**src/rtl/ws_array_pkg.sv**
```systemverilog
// ws_array_pkg
// Shared types and constants for the weight-stationary array controller.
//   ws_state_t   : controller FSM state encoding
//   WS_N_DEFAULT : default array dimension
//   MEM_RD_LAT   : weight/activation SRAM read latency in cycles
//   PIPE_DEPTH   : psum pipeline depth through the array (one stage per row)
package ws_array_pkg;

  localparam int WS_N_DEFAULT     = 4;
  localparam int WS_K_MAX_DEFAULT = 16;
  localparam int MEM_RD_LAT       = 1;
  localparam int PIPE_DEPTH       = WS_N_DEFAULT;

  typedef enum logic [2:0] {
    IDLE   = 3'd0,
    LOAD_W = 3'd1,
    STREAM = 3'd2,
    DRAIN  = 3'd3,
    DONE   = 3'd4
  } ws_state_t;

endpackage

```
**src/rtl/ws_skew_gen.sv**
```systemverilog
// ws_skew_gen
// Turns the activation read-enable pulse train into the per-row feeder
// enables and the per-column "result at bottom" flags using one shift
// register; each output is a fixed tap.
//   clk, reset_n  : clock, async active-low reset
//   flush         : synchronous clear of the whole delay line
//   pulse_in      : activation memory read enable (one pulse per vector)
//   row_valid     : row r presents its element (read latency + r later)
//   out_col_valid : column c bottom psum is final (read latency + N + c later)
module ws_skew_gen
  import ws_array_pkg::*;
#(
  parameter int N = PIPE_DEPTH
) (
  input  logic         clk,
  input  logic         reset_n,
  input  logic         flush,
  input  logic         pulse_in,
  output logic [N-1:0] row_valid,
  output logic [N-1:0] out_col_valid
);

  // sr[i] is pulse_in delayed by i+1 cycles.
  localparam int DEPTH = MEM_RD_LAT + 2 * N - 1;

  logic [DEPTH-1:0] sr;

  always_ff @(posedge clk or negedge reset_n) begin
    if (!reset_n) begin
      sr <= '0;
    end else if (flush) begin
      sr <= '0;
    end else begin
      sr <= {sr[DEPTH-2:0], pulse_in};
    end
  end

  // Row r sees the element r cycles after row 0 (input skew); column c
  // result leaves the bottom after N psum stages plus c cycles of
  // horizontal activation propagation.
  for (genvar r = 0; r < N; r++) begin : g_tap
    assign row_valid[r]     = sr[MEM_RD_LAT - 1 + r];
    assign out_col_valid[r] = sr[MEM_RD_LAT - 1 + N + r];
  end

endmodule

```
**src/rtl/ws_array_controller.sv**
```systemverilog
// ws_array_controller
// Sequencer for an N x N weight-stationary PE grid: loads N weight rows,
// streams K activation vectors, drives feeder skew enables and flags
// finished column results.
//   clk, reset_n    : clock, async active-low reset
//   start, abort    : job request (IDLE only) / synchronous abort
//   num_vectors     : K for the job, clamped to K_MAX, latched at start
//   busy, done      : job in progress / one-cycle completion pulse
//   w_rd_en/addr    : weight SRAM read port
//   load_weight_row : one-hot per-row weight load strobe
//   act_rd_en/addr  : activation SRAM read port
//   row_valid       : per-row feeder enable
//   out_col_valid   : per-column finished result flag
//   out_vec_idx     : per-column vector index, column c at [c*KW +: KW]
//   dbg_state       : current FSM state
//
// Handshake: start and abort are level inputs sampled on each rising edge;
// every *_en / *_valid strobe is a single-cycle qualifier with no
// back-pressure, and an address or index is meaningful only while its
// strobe is high (it reads 0 otherwise).
module ws_array_controller
  import ws_array_pkg::*;
#(
  parameter int N     = PIPE_DEPTH,
  parameter int K_MAX = WS_K_MAX_DEFAULT,
  parameter int KW    = $clog2(K_MAX + 1)
) (
  input  logic                 clk,
  input  logic                 reset_n,
  input  logic                 start,
  input  logic                 abort,
  input  logic [KW-1:0]        num_vectors,
  output logic                 busy,
  output logic                 done,
  output logic                 w_rd_en,
  output logic [$clog2(N)-1:0] w_rd_addr,
  output logic [N-1:0]         load_weight_row,
  output logic                 act_rd_en,
  output logic [KW-1:0]        act_rd_addr,
  output logic [N-1:0]         row_valid,
  output logic [N-1:0]         out_col_valid,
  output logic [N*KW-1:0]      out_vec_idx,
  output ws_state_t            dbg_state
);

  localparam int AW = $clog2(N);
  localparam int CW = $clog2(3 * N + K_MAX + 3);

  ws_state_t     state, state_nx;
  logic [CW-1:0] cnt, cnt_nx;      // cnt holds the cycle number since start
  logic [KW-1:0] k_lat;
  logic [CW-1:0] done_cyc;

  logic          busy_d, done_d, w_rd_en_d, act_rd_en_d;
  logic [AW-1:0] w_rd_addr_d;
  logic [KW-1:0] act_rd_addr_d;
  logic [N-1:0]  load_weight_row_d;

  // With no vectors there is nothing to drain; a single DRAIN cycle only
  // covers the last weight row load.
  assign done_cyc = (k_lat == '0) ? CW'(N + 2) : CW'(3 * N + 1) + CW'(k_lat);

  always_ff @(posedge clk or negedge reset_n) begin
    if (!reset_n) begin
      state <= IDLE;
      cnt   <= '0;
      k_lat <= '0;
    end else begin
      state <= state_nx;
      cnt   <= cnt_nx;
      if (state == IDLE && start && !abort) begin
        k_lat <= (num_vectors > KW'(K_MAX)) ? KW'(K_MAX) : num_vectors;
      end
    end
  end

  always_comb begin
    state_nx = state;
    cnt_nx   = cnt;
    unique case (state)
      IDLE: begin
        if (start && !abort) begin
          state_nx = LOAD_W;
          cnt_nx   = CW'(1);
        end
      end
      LOAD_W: begin
        cnt_nx = cnt + CW'(1);
        if (cnt == CW'(N)) begin
          state_nx = (k_lat == '0) ? DRAIN : STREAM;
        end
      end
      STREAM: begin
        cnt_nx = cnt + CW'(1);
        if (cnt == CW'(N) + CW'(k_lat)) begin
          state_nx = DRAIN;
        end
      end
      DRAIN: begin
        cnt_nx = cnt + CW'(1);
        if (cnt_nx == done_cyc) begin
          state_nx = DONE;
        end
      end
      DONE: begin
        state_nx = IDLE;
        cnt_nx   = '0;
      end
      default: begin
        state_nx = IDLE;
        cnt_nx   = '0;
      end
    endcase
    if (abort && state != IDLE) begin
      state_nx = IDLE;
      cnt_nx   = '0;
    end
  end

  // Outputs are registered, so they are decoded from the next state/cycle.
  always_comb begin
    busy_d            = (state_nx != IDLE);
    done_d            = (state_nx == DONE);
    w_rd_en_d         = (state_nx == LOAD_W);
    act_rd_en_d       = (state_nx == STREAM);
    w_rd_addr_d       = w_rd_en_d ? AW'(cnt_nx - CW'(1)) : '0;
    act_rd_addr_d     = act_rd_en_d ? KW'(cnt_nx - CW'(N + 1)) : '0;
    load_weight_row_d = '0;
    // Weight data returns one cycle after the read; load the row it belongs to.
    if (w_rd_en && state_nx != IDLE) begin
      load_weight_row_d[w_rd_addr] = 1'b1;
    end
  end

  always_ff @(posedge clk or negedge reset_n) begin
    if (!reset_n) begin
      busy            <= 1'b0;
      done            <= 1'b0;
      w_rd_en         <= 1'b0;
      w_rd_addr       <= '0;
      load_weight_row <= '0;
      act_rd_en       <= 1'b0;
      act_rd_addr     <= '0;
    end else begin
      busy            <= busy_d;
      done            <= done_d;
      w_rd_en         <= w_rd_en_d;
      w_rd_addr       <= w_rd_addr_d;
      load_weight_row <= load_weight_row_d;
      act_rd_en       <= act_rd_en_d;
      act_rd_addr     <= act_rd_addr_d;
    end
  end

  ws_skew_gen #(
    .N (N)
  ) u_skew (
    .clk           (clk),
    .reset_n       (reset_n),
    .flush         (state_nx == IDLE),
    .pulse_in      (act_rd_en),
    .row_valid     (row_valid),
    .out_col_valid (out_col_valid)
  );

  // Column c result for vector k appears at cycle 2N+2+k+c.
  always_comb begin
    out_vec_idx = '0;
    for (int c = 0; c < N; c++) begin
      if (out_col_valid[c]) begin
        out_vec_idx[c*KW +: KW] = KW'(cnt - CW'(2 * N + 2 + c));
      end
    end
  end

  assign dbg_state = state;

endmodule

```
**config.mk**
```make
export PLATFORM = sky130hd
export DESIGN_NAME = ws_array_controller
export DESIGN_NICKNAME = d
export VERILOG_FILES = /design/src/rtl/ws_array_pkg.sv /design/src/rtl/ws_skew_gen.sv /design/src/rtl/ws_array_controller.sv
export SDC_FILE = /design/constraint.sdc
export NUM_CORES = 1
export LEC_CHECK = 0
export BUFFER_PORTS_ARGS = -buffer_cell sky130_fd_sc_hd__buf_2
export CELL_PAD_IN_SITES_DETAIL_PLACEMENT = 0
export CELL_PAD_IN_SITES_GLOBAL_PLACEMENT = 1
export CORE_UTILIZATION = 40
export DETAILED_ROUTE_END_ITERATION = 8
export PLACE_DENSITY = 0.88
export SYNTH_ARGS = -nofsm -noshare
export SYNTH_HDL_FRONTEND = slang
export SYNTH_SLANG_ARGS = --single-unit
```
**constraint.sdc**
```tcl
create_clock -name clk -period 3.06 [get_ports clk]
set_input_delay 0.153 -clock clk [delete_from_list [all_inputs] [get_ports clk]]
set_output_delay 0.153 -clock clk [all_outputs]
set_load 0.01 [all_outputs]
```
Yosys cells after proc, flatten, opt, wreduce, memory -nomap -nowiden
Index checks and enable logic that the tools add are counted.
{"block": "word_totals", "latch_bits": 0, "n_memories": 0, "mem_bits_ro": 0, "mem_bits_rw": 0, "inputBits": 9, "wordCells": 67, "regBits": 36}
{"block": "classes", "n_lt_le_gt_ge": 3, "bitwise_logic": 0, "n_shift": 0, "add_sub_neg": 9, "n_mux": 22, "multipliers": 0, "div": 0, "reduce_logical": 13, "n_eq_ne": 9}
{"op": "$mux W5", "n": 9}
{"op": "$sub A5 B4 Y5 const B", "n": 4}
{"op": "$mux W3", "n": 5}
{"op": "$pmux W3 S4", "n": 1}
{"op": "$eq A5 B5 Y1", "n": 2}
{"op": "$pmux W5 S2", "n": 1}
{"op": "$eq A3 B2 Y1 const B", "n": 3}
{"op": "$mux W8", "n": 1}
{"op": "$eq A3 B1 Y1 const B", "n": 2}
{"op": "$logic_and A1 B1 Y1", "n": 6}
{"op": "$logic_not A3 Y1", "n": 2}
{"op": "$reduce_bool A3 Y1", "n": 2}
{"op": "$add A3 B5 Y5 const A", "n": 1}
{"op": "$add A4 B5 Y5 const A", "n": 1}
{"op": "$add A5 B1 Y5 const B", "n": 1}
{"op": "$eq A5 B3 Y1 const B", "n": 1}
{"op": "$gt A5 B5 Y1 const B", "n": 1}
{"op": "$logic_not A5 Y1", "n": 1}
{"op": "$sub A5 B3 Y5 const B", "n": 1}
{"op": "$mux W4", "n": 1}
{"op": "$eq A3 B3 Y1 const B", "n": 1}
{"op": "$lt A2 B3 Y1 const B", "n": 1}
{"op": "$reduce_or A3 Y1", "n": 1}
{"op": "$demux W1 S2", "n": 1}
{"op": "other kinds (5)", "n": 6}

Logic depth before layout (Yosys ltp)
{"block": "depth", "ltp_word": 9, "mapped_depth": 10, "depth_no_buf": 9}

By module
A second synthesis with hierarchy kept.
{"block": "unflattened", "cells_unflattened": 233, "hier_area_um2": 2247.2}
{"module": "ws_array_controller", "seq_area_each_um2": 700.7, "instances": 1, "area_each_um2": 1996.9, "cells_per_inst": 217}
{"module": "ws_skew_gen", "seq_area_each_um2": 200.2, "instances": 1, "area_each_um2": 250.2, "cells_per_inst": 16}

Worst setup path after synthesis
OpenSTA, ideal clock, no wires.
{"block": "synth_path", "path_type": "register to register", "start": "register cnt[1]", "end": "register act_rd_addr[4]", "setup_ps": 79, "path_stages_with_launch": 10, "synth_period_minus_slack_ps": 2166, "n_path_buf": 1, "t_required_ps": 2981, "slack_ps": 894, "arrival_ps": 2086, "path_cell_list": "dfrtp_1 inv_1 ha_1 clkbuf_1 a32oi_1 or2_2 ha_1 nor3_1 o21ai_0 a21oi_1"}
{"block": "synth_between", "elab_chain_cells": 7, "word_cells_on_any_way": 15}
{"element": "start, declared", "line": "ws_array_controller.sv:50", "source": "logic [CW-1:0] cnt, cnt_nx;"}
{"element": "start signal, assigned", "line": "ws_array_controller.sv:70", "source": "cnt <= cnt_nx;"}
{"element": "$add A5 B1 Y5", "line": "ws_array_controller.sv:88, ws_array_controller.sv:94, ws_array_controller.sv:100"}
{"element": "$eq A5 B5 Y1", "line": "ws_array_controller.sv:101", "source": "if (cnt_nx == done_cyc) begin"}
{"element": "$mux W3", "line": "ws_array_controller.sv:101"}
{"element": "$pmux W3 S4", "line": "ws_array_controller.sv:80", "source": "unique case (state)"}
{"element": "$mux W3", "line": "ws_array_controller.sv:114", "source": "if (abort && state != IDLE) begin"}
{"element": "$eq A3 B2 Y1", "line": "ws_array_controller.sv:125", "source": "act_rd_en_d = (state_nx == STREAM);"}
{"element": "$mux W5 (*)", "line": "ws_array_controller.sv:127", "source": "act_rd_addr_d = act_rd_en_d ? KW'(cnt_nx - CW'(N + 1)) : '0;"}
{"element": "named net act_rd_addr_d[4]", "line": "ws_array_controller.sv:56", "source": "logic [KW-1:0] act_rd_addr_d;"}
{"element": "end signal, assigned", "line": "ws_array_controller.sv:151", "source": "act_rd_addr <= act_rd_addr_d;"}
{"element": "end, declared", "line": "ws_array_controller.sv:39", "source": "output logic [KW-1:0] act_rd_addr,"}
The timed path passes the listed nets; every way through them passes the cells marked *.
A chain may end at the register's enable or synchronous reset.

Final worst setup path
{"block": "layout_path", "start": "register cnt[1]", "end": "register load_weight_row[0]"}
{"block": "layout_between", "elab_chain_cells": 8, "word_cells_on_any_way": 12}
{"element": "$add A5 B1 Y5", "line": "ws_array_controller.sv:100", "source": "cnt_nx = cnt + CW'(1);"}
{"element": "$eq A5 B5 Y1", "line": "ws_array_controller.sv:101"}
{"element": "$mux W3", "line": "ws_array_controller.sv:101"}
{"element": "$pmux W3 S4 (*)", "line": "ws_array_controller.sv:80"}
{"element": "$mux W3 (*)", "line": "ws_array_controller.sv:114"}
{"element": "$reduce_bool A3 Y1 (*)", "line": "ws_array_controller.sv:130", "source": "if (w_rd_en && state_nx != IDLE) begin"}
{"element": "$logic_and A1 B1 Y1 (*)", "line": "ws_array_controller.sv:130"}
{"element": "$mux W4 (*)", "line": "ws_array_controller.sv:130"}
{"element": "named net load_weight_row_d[0]", "line": "ws_array_controller.sv:57", "source": "logic [N-1:0] load_weight_row_d;"}
{"element": "end signal, assigned", "line": "ws_array_controller.sv:149", "source": "load_weight_row <= load_weight_row_d;"}
{"element": "end, declared", "line": "ws_array_controller.sv:37", "source": "output logic [N-1:0] load_weight_row,"}
Marks and branches as above.

==> results.py <==
metrics = {
    "finish": {
        "post-route-util_pct": 50.5,
        "finalInstanceArea_um2": 2650,
        "stdcell_count": 353,
        "finalNetCount": 306,
        "area_growth_pct": 18.9,
        "n_antenna_cell": 0,
        "layout-drive-gt1-share_pct": 25.8,
        "fillCellCount": 517,
    },
    "placement": {
        "placedInstanceArea_um2": 2550,
        "gp_congestion": 0.807,
        "hpwl_mm": 3.53,
        "dp_cells": 344,
        "io_buffers": 54,
    },
    "detailed_routing": {
        "drc": 0,
        "postRouteAntennaNets": 0,
        "routed_wl_mm": 4.76,
        "dr.pass1.iters": 4,
        "drt-wirelength-per-cell_um": 13.5,
        "drtIter0Drc": 96,
        "viasPerCell": 5.03,
        "vias": 1775,
    },
    "die": {
        "core-area_um2": 5240,
        "die_h_um": 76.6,
        "die_area_um2": 5860,
        "initial_core_util_pct": 42.5,
        "dieWidth_um": 76.6,
        "rows": 26,
        "pin_count": 55,
    },
    "pwr": {
        "total_power_w": 0.00156,
        "p_per_area_nw_per_um2": 588,
        "ir_worst_vdd_mv": 0.249,
        "p_leak_nw": 1.41,
    },
    "run": {
        "drv_cap": 0,
    },
    "synth": {
        "synth_commonest_cells": "dfrtp_1 (36), and2_1 (23), a21oi_1 (15), ha_1 (15)",
        "synth_top_cell_by_area": "dfrtp_1",
        "yosys_warnings": 0,
        "synth_edf_count": 0,
        "yosysMostFrequentCell": "dfrtp_1",
        "yosys-top-cells-area": "dfrtp_1 (40%), ha_1 (8.4%), and2_1 (6.5%), xnor2_1 (4.7%), nor2b_1 (3.7%)",
        "ys_ff_latch": 36,
        "syn_inst": 228,
        "yosysSeqAreaShare_pct": 40.5,
        "netlist-cell-type-count": 47,
        "synthFlopType": "dfrtp_1",
        "async_reset_ff_share_pct": 100,
        "syn_area_um2": 2220,
        "synth_top_area_share_pct": 40.5,
        "avgSynthCellArea_um2": 9.76,
        "synth_fp_nets": 252,
    },
    "worst_setup_path": {
        "cp.required_ns": 3.25,
        "crit_chain": "inv_1 > ha_1 > and3b_1 > a2111oi_0 > a211oi_1 > a21boi_2 > nor4bb_1",
        "worstSetupPathType": "reg2reg",
        "path_max_fanout": 13,
        "rr_endpoint": "load_weight_row[0]$_DFF_PN0_",
        "critPathCaptureType": "flop",
        "slowest_stage": "dfrtp_1",
        "reg2reg_slack_ns": 0.65,
        "critical-path-top-delay-family": "compound AO/OA/AOI/OAI gates",
        "crit_arrival_ns": 2.61,
        "reg2reg_from": "cnt[1]$_DFF_PN0_",
        "start_kind": "flop",
        "timing.critical_path.slowest_cell_delay_ns": 0.53,
        "reg2reg_depth": 7,
        "cp-startpoint": "cnt[1]$_DFF_PN0_",
        "critPathBufInv": 1,
    },
    "clocking": {
        "cts-resized-gates": 0,
        "clk_pin_slew_worst_paths_ns": 0.07,
        "cts_setup_buffers": 0,
        "cts-hold-fix-buffers": 1,
        "worstSkewPairLatency_ns": 0.29,
        "cts_sinks": 36,
        "clk_root_buffer_cell": "clkbuf_8",
        "tritoncts": "done",
        "numCtsBuffers": 5,
        "htree_levels": 2,
        "cts_buffer_depth": 2,
    },
    "grt": {
        "grt_pass1_vias": 1707,
        "antenna_found_initial": 0,
        "grt_pass1_wl_mm": 8.35,
        "track_usage_pct": 18.2,
        "grt-ovfl-total": 0,
        "grt_max_degree": 37,
    },
    "worst_hold_path": {
        "hold_end": "k_lat[3]$_DFFE_PN0P_",
        "hp-class": "in2reg",
        "hold_depth": 3,
        "min_from": "num_vectors[3]",
    },
    "outcome": {
        "status": "finished, final reports clean",
    },
    "timing": {
        "hold_violations": 0,
        "relSlewSlack_pct": 46.3,
        "final_max_slew_viol_count": 0,
        "worstMarginPinSlew_ns": 0.805,
        "min_period_ns": 2.41,
        "setup_viol_count_final": 0,
        "max_freq_ghz": 0.414,
        "rsz0062_at_grt": "no",
        "tns_ns": 0,
        "fin_crit_sh_pct": 78.9,
        "finalClockSkew_ns": 0.00479,
    },
}
report_power, final:
part           internal, W  switching (W)
sequential        0.000527      0.0000769
combinational     0.000262       0.000355
clock             0.000159       0.000176
layer usage:
metal | track usage [%] | routed length [um]
met1 | 24.4 | 2320
met3 | 4.55 | 233
met5 | 0 | 0
met2 | 28.6 | 2150
met4 | 5.77 | 59
cells in the final DEF (no fill, tap or decap), types with 4 or more instances in the layout:
| master | count |
|---|---|
| inv_1 | 13 |
| xor2_1 | 8 |
| nand3b_1 | 5 |
| o21ai_0 | 8 |
| nor3_1 | 5 |
| dfrtp_1 | 36 |
| a21oi_1 | 15 |
| buf_2 | 54 |
| nand2b_1 | 4 |
| nor2_1 | 9 |
| clkbuf_8 | 5 |
| xnor2_1 | 12 |
| and3_1 | 5 |
| ha_1 | 15 |
| and2_1 | 23 |
| nor2b_1 | 13 |
| nand2_1 | 8 |
tightest hold or removal path: cells and delay by family:
family	cells	cell delay [ns]
buf+inv	1	0.07
simple gates	1	0.06
compound gates	1	0.07
flip-flops by register name (all words and copies together) (netlist names):
register         count
u_skew.sr            8
dbg_state            3
w_rd_addr            2
act_rd_en            1
load_weight_row      4
done                 1
act_rd_addr          5
busy                 1
w_rd_en              1
k_lat                5
cnt                  5
worst max path at each step:
| stage | endpoint | slack (ns) | cells past startpoint |
|---|---|---|---|
| after floorplan | act_rd_addr[4]$_DFF_PN0_ | 0.89 | 9 |
| after global placement | load_weight_row[0]$_DFF_PN0_ | 0.75 | 7 |
| after detailed placement | load_weight_row[0]$_DFF_PN0_ | 0.65 | 7 |
| after CTS | load_weight_row[0]$_DFF_PN0_ | 0.62 | 7 |
| after global routing | load_weight_row[0]$_DFF_PN0_ | 0.33 | 7 |
| final | load_weight_row[0]$_DFF_PN0_ | 0.65 | 7 |
cells by family (layout without fill, tap and decap cells):
family                     after synthesis  count (layout)  synth area share [%]
and+or+nand+nor                         90              90                  24.7
AOI/OAI and AO/OA                       41              41                  12.0
DFF                                     36              36                  40.5
buffers and inverters                   23              78                  4.44
xor gates and xnor gates                21              21                  8.94
adders and majority gates               15              15                  8.44
muxes                                    2               2                 0.956
final cells by class:
| class | count | area (um2) | share of cell area, % |
|---|---|---|---|
| multi-input combinational | 169 | 1220 | 46.3 |
| sequential | 36 | 901 | 34.1 |
| timing repair buffer | 57 | 295 | 11.2 |
| tap | 70 | 87.6 | 3.31 |
| clock buffer | 5 | 68.8 | 2.60 |
| inverter | 13 | 48.8 | 1.84 |
| clock inverter | 3 | 18.8 | 0.710 |
through the flow:
stage	hold slack, ns	setup slack [ns]
after floorplan	-0.143	0.894
after global placement	0.278	0.753
after detailed placement	0.289	0.650
after CTS	0.0995	0.623
after global routing	0.134	0.335
final	0.105	0.646
(Power assumes the default switching activity.)
